[src/rtl/data_ram_arbiter.sv]
// Two-master round-robin arbiter in front of a single-port data RAM.
// Each access takes three cycles: IDLE (arbitrate and latch the request),
// ACCESS (RAM cycle), and DONE (one-cycle ack to the granted master).
module data_ram_arbiter #(
  parameter int AW = 32,
  parameter int DW = 32
) (
  input  logic          clk,
  input  logic          rst,
  // master 0
  input  logic          m0_req,
  input  logic          m0_we,
  input  logic [AW-1:0] m0_addr,
  input  logic [3:0]    m0_sel,
  input  logic [DW-1:0] m0_wdata,
  output logic          m0_ack,
  output logic [DW-1:0] m0_rdata,
  // master 1
  input  logic          m1_req,
  input  logic          m1_we,
  input  logic [AW-1:0] m1_addr,
  input  logic [3:0]    m1_sel,
  input  logic [DW-1:0] m1_wdata,
  output logic          m1_ack,
  output logic [DW-1:0] m1_rdata,
  // data RAM
  output logic          ram_ce,
  output logic          ram_we,
  output logic [AW-1:0] ram_addr,
  output logic [3:0]    ram_sel,
  output logic [DW-1:0] ram_wdata,
  input  logic [DW-1:0] ram_rdata,
  output logic          busy
);

  typedef enum logic [1:0] {IDLE, ACCESS, DONE} state_t;

  state_t        state_q, state_d;
  logic          last_q;   // master granted most recently (0 = m0, 1 = m1)
  logic          gnt_q;    // master owning the current access
  logic          win;      // master that would win arbitration this cycle
  logic          req_any;
  logic          lat_we;
  logic [AW-1:0] lat_addr;
  logic [3:0]    lat_sel;
  logic [DW-1:0] lat_wdata;

  // Round-robin winner: a lone requester wins; on a tie the master not granted last wins.
  always_comb begin
    req_any = m0_req | m1_req;
    if (m0_req && m1_req) win = ~last_q;
    else                  win = m1_req;
  end

  // Next-state logic.
  always_comb begin
    // NOTE: assign every always_comb output a default first so no path leaves it unassigned (which would infer a latch).
    state_d = state_q;
    unique case (state_q)
      IDLE:    if (req_any) state_d = ACCESS;
      ACCESS:  state_d = DONE;
      DONE:    state_d = IDLE;
      default: state_d = IDLE;
    endcase
  end

  // State register.
  always_ff @(posedge clk or posedge rst) begin
    // NOTE: sequential state uses non-blocking assignments so every register samples pre-edge values.
    if (rst) state_q <= IDLE;
    else     state_q <= state_d;
  end

  // Grant pointer and request latch; both update only when an access is started.
  always_ff @(posedge clk or posedge rst) begin
    if (rst) begin
      last_q    <= 1'b1;   // m1 counts as last granted, so m0 wins the first tie
      gnt_q     <= 1'b0;
      lat_we    <= 1'b0;
      lat_addr  <= '0;
      lat_sel   <= '0;
      lat_wdata <= '0;
    end else if (state_q == IDLE && req_any) begin
      last_q    <= win;
      gnt_q     <= win;
      lat_we    <= win ? m1_we    : m0_we;
      lat_addr  <= win ? m1_addr  : m0_addr;
      lat_sel   <= win ? m1_sel   : m0_sel;
      lat_wdata <= win ? m1_wdata : m0_wdata;
    end
  end

  // Read data capture at the closing edge of ACCESS; writes leave rdata untouched.
  always_ff @(posedge clk or posedge rst) begin
    if (rst) begin
      m0_rdata <= '0;
      m1_rdata <= '0;
    end else if (state_q == ACCESS && !lat_we) begin
      if (gnt_q) m1_rdata <= ram_rdata;
      else       m0_rdata <= ram_rdata;
    end
  end

  // Outputs decoded from state; rst forces IDLE at once, so ram_ce/ram_we drop before the next edge.
  always_comb begin
    ram_ce    = 1'b0;
    ram_we    = 1'b0;
    ram_addr  = '0;
    ram_sel   = '0;
    ram_wdata = '0;
    m0_ack    = 1'b0;
    m1_ack    = 1'b0;
    busy      = (state_q != IDLE);
    if (state_q == ACCESS) begin
      ram_ce    = 1'b1;
      ram_we    = lat_we;
      ram_addr  = lat_addr;
      ram_sel   = lat_sel;
      ram_wdata = lat_wdata;
    end
    if (state_q == DONE) begin
      m0_ack = ~gnt_q;
      m1_ack = gnt_q;
    end
  end

endmodule

[config.mk]
export PLATFORM = sky130hd
export DESIGN_NAME = data_ram_arbiter
export DESIGN_NICKNAME = d
export VERILOG_FILES = /design/src/rtl/data_ram_arbiter.sv
export SDC_FILE = /design/constraint.sdc
export NUM_CORES = 1
export LEC_CHECK = 0
export ABC_AREA = 1
export CAP_MARGIN = 10
export CORE_ASPECT_RATIO = 2
export CORE_MARGIN = 5
export CORE_UTILIZATION = 43
export DETAILED_ROUTE_END_ITERATION = 10
export PLACE_DENSITY = 0.89
export SYNTH_ARGS = -nofsm -noshare
export SYNTH_HDL_FRONTEND = slang
export SYNTH_SLANG_ARGS = --single-unit
export TNS_END_PERCENT = 30
[constraint.sdc]
create_clock -name clk -period 5.2 [get_ports clk]
set_clock_uncertainty 0.05 [all_clocks]
set_input_delay 1.04 -clock clk [delete_from_list [all_inputs] [get_ports clk]]
set_output_delay 1.04 -clock clk [all_outputs]
set_load 0.005 [all_outputs]
==> run_results.csv <==
group,metric,value,unit
status,status,"finished, final reports clean",
clock_tree,clkTransAtPathRegs,0.07,ns
cells_and_area,drive_gt1_share,4.23,%
clock_tree,h-tree-depth,4,
critical_path,arrival,2.24,ns
routing,antenna_left,0,
clock_tree,ctsLongestPathBuffers,2,
flow_run,drv_cap,0,
sta,worstMarginPinSlew,1.03,ns
sta,hold_slack,0.420,ns
global_route,top_usage_layer,"met2",
critical_path,path_buf_inv,4,
critical_path,slowest_stage,"clkdlybuf4s50_1",
cells_and_area,multi_input_area,2690,um2
floorplan,rows,67,
placed_design,pre_cts_slack,1.98,ns
sta,min_period_over_period,64.0,%
clock_tree,cts_resized,0,
global_route,grtUsageTotal,24.8,%
global_route,globalRouteOverflowTotal,0,
global_route,grt_util_met2,44.4,%
synthesis,avgSynthCellArea,6.97,um2
sta,drv_slew,0,
clock_tree,holdBufCountCts,0,
floorplan,start_util,43.5,%
critical_path,worstSetupEndpointType,"primary output",
routing,drt-total-wl,24400,um
clock_tree,root_buffer,"clkbuf_16",
global_route,grt_pass1_vias,7921,
clock_tree,cts.sinks,137,
placed_design,hpwl,17500,um
synthesis,ys.flop_type,"dfrtp_1",
sta,max_freq,0.301,GHz
power,finalPower,5.88,mW
cells_and_area,fillers,1386,
power,peakVddDrop,239,uV
routing,vias,7681,
hold_path,hold_class,"reg2reg",
floorplan,die_h,194,um
synthesis,synth_top_cell_by_area,"dfrtp_1",
cells_and_area,syn_to_final_growth,51.1,%
clock_tree,post_cts_buffers,0,
sta,fin_crit,3.33,ns
cells_and_area,stdcell_count,1533,
synthesis,yosys_register_bits,137,
cells_and_area,seqCellArea,3430,um2
cells_and_area,design_area,11000,um2
sta,fin_setup_tns,0,ns
critical_path,path_common_cell,"inv_2",
critical_path,critPathTopFamily,"buffers and inverters",
synthesis,synth_nets,1215,
synthesis,netlist.area_leader.share,46.9,%
routing,viasPerCell,5.01,
placed_design,portBuffers,310,
critical_path,max_stage_delay,0.48,ns
synthesis,ys_seq_area_share,47.3,%
global_route,grt_max_degree,103,
synthesis,synthTopCellsByArea,"dfrtp_1, nand2_1, inv_1",
sta,rsz0062_at_grt,"false",
power,p_leak,5.81,nW
synthesis,netlist_top_cells_count,"nand2_1, inv_1, nand3_1, dfrtp_1, nor2_1",
floorplan,fp.dieW,102,um
floorplan,dieArea,19700,um2
synthesis,synth_cell_types,16,
sta,final-setup-viol-count,0,
sta,max_slew_margin,31.4,%
synthesis,async_flop_share,100,%
routing,route.detailed.drc,0,
floorplan,core,16700,um2
sta,hold_viol,0,
synthesis,netlist_instances,1041,
synthesis,yosysWarningCount,0,
placed_design,dpl_cell_area,10400,um2
power,power.density,536,nW/um2
clock_tree,numCtsBuffers,17,
critical_path,startpoint_type,"flop",
placed_design,gp_congestion,0.876,
critical_path,cp.required,4.11,ns
global_route,grt_pass1_wl,38900,um
clock_tree,clkLatencyLatePin,0.40,ns
critical_path,worstPathMaxFanout,43,
critical_path,cp_cell_sequence,"inv_2, nor2_4, inv_2, buf_12, nor2_1, clkdlybuf4s50_1",
routing,drt_iter0_drc,244,
sta,layout_setup_ws,1.87,ns
global_route,antenna_found_initial,2,
placed_design,dp.cells,1497,
clock_tree,cts_tree,"built",
global_route,grtUsageMet3,5.11,%
critical_path,path_class,"reg2out",
cells_and_area,nets,1485,
global_route,use_met1,26.1,%
cells_and_area,utilization,65.7,%
synthesis,yosysMostFrequentCell,"nand2_1",
floorplan,num_io_pins,311,
synthesis,syn_area,7260,um2
synthesis,synth_edf_count,0,
routing,wl_per_cell,15.9,um
routing,first_pass_iters,5,
final cells by class:
cell class	instances	area share, %
antenna	2	0.0457
clock buffer	18	4.01
clock inverter	14	1.14
inverter	213	7.34
multi-input combinational	621	24.6
sequential	137	31.3
tap	207	2.36
timing repair buffer	321	29.2
power breakdown:
group	internal, mW	switching [mW]	leakage (nW)
combinational	1.31	1.49	3.87
clock	0.642	0.521	0.273
sequential	1.61	0.301	1.67
total	3.56	2.31	5.81
metal layers:
layer / share of wire (%) / wire [um] / up-vias
met1: 34 / 8230 / 3553
met3: 7.3 / 1780 / 79
met5: 0 / 0 / -
li1: - / - / 3685
met4: 5.1 / 1250 / 0
met2: 54 / 13200 / 364
placed cells by master (no fill, tap or decap):
master	instances
dfstp_2	1
inv_8	2
nand2_1	338
buf_2	1
o21ai_0	1
diode_2	2
clkinvlp_4	2
nor2_4	2
nand2_2	2
buf_12	2
nor2_1	71
nand3_1	140
clkdlybuf4s50_1	309
inv_1	206
dfrtp_1	136
nand4_1	65
clkinv_4	4
nor3_1	2
inv_2	6
clkbuf_8	1
inv_6	7
clkbuf_16	17
buf_4	9
state kept, by name, summed over array words and instances, names as in the netlist:
signal	flops
m0_rdata	32
gnt_q	1
lat_wdata	32
state_q	2
last_q	1
m1_rdata	32
lat_we	1
lat_addr	32
lat_sel	4
worst reg2reg max path, stage by stage (launching register included):
cell and delay, ns:
dfrtp_1 0.38, inv_2 0.75, nand3_1 0.47, buf_4 0.36, nand2_1 0.11, nand2_1 0.05
kinds of logic after synthesis:
| group | after synthesis | synth area share, % |
|---|---|---|
| and+or+nand+nor | 620 | 37.0 |
| DFF | 137 | 47.3 |
| AOI/OAI and AO/OA | 1 | 0.0689 |
| buffers and inverters | 283 | 15.7 |
path summary, 6_finish.rpt:
check,from,endpoint,slack (ns),cells after the start
max,state_q[0],ram_wdata[10],1.87,6
min,m1_rdata[10],m1_rdata[10],0.42,2
max reg2reg,lat_we,m0_rdata[9],2.93,5
min reg2reg,m1_rdata[10],m1_rdata[10],0.42,2
max in group asynchronous,rst,lat_addr[8],2.86,3
min in group asynchronous,rst,m0_rdata[4],1.14,2
Power figures use the tool's default switching activity.
